===== src/rtl/spi_ram_wrapper_param.sv =====
// SPI-framed 2**W x W RAM: write address / write data / read address / read data
// frames of W+2 bits, MSB first, all sampled on clk.
module spi_ram_wrapper_param #(
  parameter int W        = 8,
  parameter bit AUTO_INC = 1'b0
) (
  input  logic clk,
  input  logic rst_n,
  input  logic SS_n,
  input  logic MOSI,
  output logic MISO,
  output logic frame_err
);
  localparam int FL = W + 2;
  localparam int CW = $clog2(2 * W + 4);
  localparam logic [CW-1:0] FL_C   = CW'(FL);
  localparam logic [CW-1:0] LAST_C = CW'(FL + W);

  typedef enum logic [2:0] {IDLE, CHK_CMD, WRITE, READ_ADD, READ_DATA} state_t;

  state_t        state, nxt;
  logic [CW-1:0] cnt;
  logic [FL-1:0] rx;
  logic [W-1:0]  tx, tx_sh, wr_addr, rd_addr, pay;
  logic [1:0]    cmd;
  logic          rd_flag;
  logic          sample, frame_end, wr_set, wr_mem, rd_set, rd_load, rd_shift, rd_done;
  logic [W-1:0]  mem [2**W];

  assign cmd   = rx[FL-1:W];
  assign pay   = rx[W-1:0];
  assign tx_sh = tx << 1;

  always_comb begin
    nxt       = state;
    sample    = 1'b0;
    frame_end = 1'b0;
    rd_shift  = 1'b0;
    if (state != IDLE && SS_n) begin
      nxt = IDLE;
    end else begin
      case (state)
        IDLE:    if (!SS_n) nxt = CHK_CMD;
        CHK_CMD: begin
          sample = 1'b1;
          if (!MOSI)       nxt = WRITE;
          else if (rd_flag) nxt = READ_DATA;
          else             nxt = READ_ADD;
        end
        default: begin
          // cnt parks at FL+1 once a frame is done; only an accepted read keeps counting
          sample    = (cnt < FL_C);
          frame_end = (cnt == FL_C);
          rd_shift  = (state == READ_DATA) && (cmd == 2'b11) && (cnt > FL_C) && (cnt <= LAST_C);
        end
      endcase
    end
    wr_set    = frame_end && (state == WRITE)     && (cmd == 2'b00);
    wr_mem    = frame_end && (state == WRITE)     && (cmd == 2'b01);
    rd_set    = frame_end && (state == READ_ADD)  && (cmd == 2'b10);
    rd_load   = frame_end && (state == READ_DATA) && (cmd == 2'b11);
    rd_done   = rd_shift && (cnt == LAST_C);
    frame_err = frame_end && (((state == READ_ADD)  && (cmd == 2'b11)) ||
                              ((state == READ_DATA) && (cmd == 2'b10)));
  end

  always_ff @(posedge clk or negedge rst_n) begin
    if (!rst_n) begin
      state   <= IDLE;
      cnt     <= '0;
      rx      <= '0;
      tx      <= '0;
      MISO    <= 1'b0;
      wr_addr <= '0;
      rd_addr <= '0;
      rd_flag <= 1'b0;
    end else begin
      state <= nxt;
      if (nxt == IDLE) begin
        cnt  <= '0;
        MISO <= 1'b0;
      end else if (sample || frame_end || rd_shift) begin
        cnt <= cnt + CW'(1);
      end
      if (sample) rx <= {rx[FL-2:0], MOSI};
      if (wr_set) wr_addr <= pay;
      if (wr_mem && AUTO_INC) wr_addr <= wr_addr + W'(1);
      if (rd_set) begin
        rd_addr <= pay;
        rd_flag <= 1'b1;
      end
      // MISO leads tx by one bit so the MSB appears the cycle after the load
      if (rd_load) begin
        tx   <= mem[rd_addr];
        MISO <= mem[rd_addr][W-1];
      end else if (rd_shift) begin
        tx   <= tx_sh;
        MISO <= rd_done ? 1'b0 : tx_sh[W-1];
      end
      if (rd_done) begin
        if (AUTO_INC) rd_addr <= rd_addr + W'(1);
        else          rd_flag <= 1'b0;
      end
    end
  end

  always_ff @(posedge clk) begin
    if (wr_mem) mem[wr_addr] <= pay;
  end

endmodule


===== config.mk =====
export PLATFORM = sky130hd
export DESIGN_NAME = spi_ram_wrapper_param
export DESIGN_NICKNAME = d
export VERILOG_FILES = /design/src/rtl/spi_ram_wrapper_param.sv
export SDC_FILE = /design/constraint.sdc
export NUM_CORES = 2
export LEC_CHECK = 0
export CAP_MARGIN = 20
export CELL_PAD_IN_SITES_DETAIL_PLACEMENT = 0
export CELL_PAD_IN_SITES_GLOBAL_PLACEMENT = 2
export CORE_MARGIN = 1
export CORE_UTILIZATION = 55
export CTS_CLUSTER_SIZE = 24
export DETAILED_ROUTE_END_ITERATION = 16
export PLACE_DENSITY_LB_ADDON = 0.1
export SYNTH_ARGS = -nofsm -noshare
export SYNTH_HDL_FRONTEND = slang
export SYNTH_SLANG_ARGS = --single-unit

===== constraint.sdc =====
create_clock -name clk -period 6.6 [get_ports clk]
set_input_delay 1.32 -clock clk [delete_from_list [all_inputs] [get_ports clk]]
set_output_delay 1.32 -clock clk [all_outputs]
set_load 0.05 [all_outputs]

==> results.ini <==
[yosys]
ys_warn_count=0
yosysTopAreaCell=edfxtp_1
ys_async_sr_fraction_pct=2.056
synth.most_common_cell=edfxtp_1
synth.distinct_cells=75
postSynthAreaPerCell_um2=20.53
syn_area_um2=81850
synth_edf_count=2048
syn_nets=3992
synth_top_area_share_pct=75.14
seq_area_frac_synth_pct=76.45
synth_cells=3986
synth_top_cells_by_count=edfxtp_1 (2048), mux4_2 (461), nor2_1 (314)
ys_ff_latch=2091
synthTopCellsByArea=edfxtp_1 (75%), mux4_2 (13%), mux2i_1 (2.0%)
synth_ff_type=edfxtp_1

[cells_and_area]
syn_to_final_growth_pct=11.13
drive_gt1_share_pct=23.33
final_nets=4108
utilization_pct=61.60

[critical_path]
worstPathCellList=clkdlybuf4s50_1 > nor4b_2 > nand4_1 > nor4b_1 > buf_4 > and3b_1 > nand3_1 > nor2_1
slowest_stage=nor2_1
critical_path_class=in2reg
cp.arrival_ps=5460
cpPeakStageDelay_ps=870
cp-start-kind=input pin
required_ps=7030
reg2reg_to=tx[3]
ff2ff_setup_slack_ps=2070
end_kind=flop
r2r_cells=8
timing.rr.start=rd_addr[2]
path_max_fanout=16

[cts]
root_buffer=clkbuf_16
clkLatencyLatePin_ps=800
ctsHoldBuffers=0
post_cts_resized=0
cts_tree=built
clock-sinks=2091
htree_levels=4
post_cts_buffers=0
clk_pin_slew_ps=60
clk_path_buf_depth=3
numCtsBuffers=205

[sta]
rsz0062_at_grt=false
finalHoldViolations=0
fin_setup_tns_ps=0
max_freq_mhz=198.9
setup_viol=0
layout_worst_path_cycle_share_pct=76.18
maxSlewHeadroom_pct=12.59
skew_ps=24.83
hold_slack_ps=560.9
tightest_slew_ps=1311
layout_min_cycle_time_ps=5028
fin_ws_ps=1572
slew_viol_final=0

[worst_hold_path]
hp-class=reg2reg
min_from=tx[3]
worst_hold_path.num_cells=2
hold-path-endpoint=tx[4]

[die]
start_util_pct=55.43
dieArea_um2=150400
rows=141
top_level_ports=6
die_y_um=387.8
core_um2=147700
die_w_um=387.8

[run]
drv_cap=0

[grt]
grt_max_degree=172
grt_overflow=0
grt_pass1_vias=42310
grt_first_pass_wirelength_mm=344.4
grt_antenna_before_repair=11
grt_util_all_layers_pct=33.34

[route]
vias=42700
vias_per_cell=6.878
ant_nets=0
wl_mm=247.1
drt_first_pass_iters=6
wl_per_cell_um=39.81
drt_iter0_drc=6535
drc_errors=0

[placed_design]
gp_congestion=0.9368
place_ws_ps=818.5
portBuffers=5
hpwl_mm=152.7

[outcome]
status=completed

[pwr]
ir_worst_vdd_mv=0.3010
finalPower_mw=30.83
p_leak_nw=27.60
powerDensity_nw_per_um2=339.0

-- cell families (layout without fill, tap and decap cells) --
family | count (synthesis) | in the layout | share of synthesized area [%]
buffers and inverters | 248 | 535 | 1.695
flip-flops | 2091 | 2091 | 76.45
AND/OR/NAND/NOR | 624 | 624 | 3.291
multiplexers | 697 | 697 | 15.81
AO/OA/AOI/OAI | 321 | 321 | 2.692
adder cells (fa/ha/maj) | 2 | 2 | 0.03057
other | 0 | 5 | 0
XOR/XNOR | 3 | 3 | 0.03211
-- worst max-delay path, delay by kind of cell --
family | cells | cell delay (ps)
AND/OR/NAND/NOR | 6 | 3210
buffers and inverters | 2 | 910
-- how the worst max path moves through the flow --
stage	cells past startpoint	slack, ps	startpoint	to
after floorplan	0	2580	rx[0]	mem[0][0]
after global placement	8	930	SS_n	mem[123][4]
after detailed placement	8	820	SS_n	mem[121][3]
after CTS	8	1650	SS_n	mem[121][0]
after global routing	8	1430	SS_n	mem[7][2]
final	8	1570	SS_n	mem[121][0]
-- registers in the layout, indices dropped and copies added, names as in the netlist --
register	count
MISO	1
cnt	5
state	3
rx	10
rd_addr	8
wr_addr	8
rd_flag	1
tx	7
mem	2048
-- cell type report --
type                            instances  area (µm²)
Antenna cell                            5       12.51
Clock buffer                          249        5443
Clock inverter                        129        1126
Fill cell                           10090       56700
Inverter                               14       56.30
Multi-Input combinational cell       1647       17940
Sequential cell                      2091       62620
Tap cell                             1930        2415
Timing Repair Buffer                  143        1344
-- layout by cell type (no fill, tap or decap), types with 7 or more instances in the layout --
master / count
clkinvlp_4: 11
inv_1: 10
nand4_1: 10
buf_12: 21
a211oi_1: 14
a21oi_1: 59
clkinv_2: 43
a22oi_1: 32
clkbuf_16: 211
o211ai_1: 7
edfxtp_1: 2048
clkbuf_1: 36
mux2i_1: 167
clkinv_1: 51
mux4_2: 461
nor2_1: 310
nand3_1: 35
buf_4: 117
nor2b_1: 15
nand2_1: 149
mux2_2: 62
a31oi_1: 19
dfrtp_1: 30
nand2b_1: 12
mux4_1: 7
bufinv_16: 19
o22ai_1: 60
dfrtp_4: 13
o221ai_1: 33
nor3_1: 37
o21ai_0: 37
-- where the power goes --
group	internal, mW	switching, mW
combinational	0.175	2.11
sequential	16.5	0.542
clock	6.58	4.91
-- per-stage QoR --
stage,cells,cell area [µm²]
after floorplan,3986,81850
after global placement,5825,84380
after detailed placement,5825,84380
after CTS,6203,90950
after global routing,6203,90950
final,6208,90960
-- layer usage --
layer	vias to the layer above	wire [µm]	GRT usage, %	share of wire [%]
met1	22460	93960	47.64	38
met5	-	195	0.4147	0.079
met4	16	9850	12.37	4.0
li1	16740	-	-	-
met3	479	29120	8.479	12
met2	3007	114000	50.10	46
(Power assumes the default switching activity.)
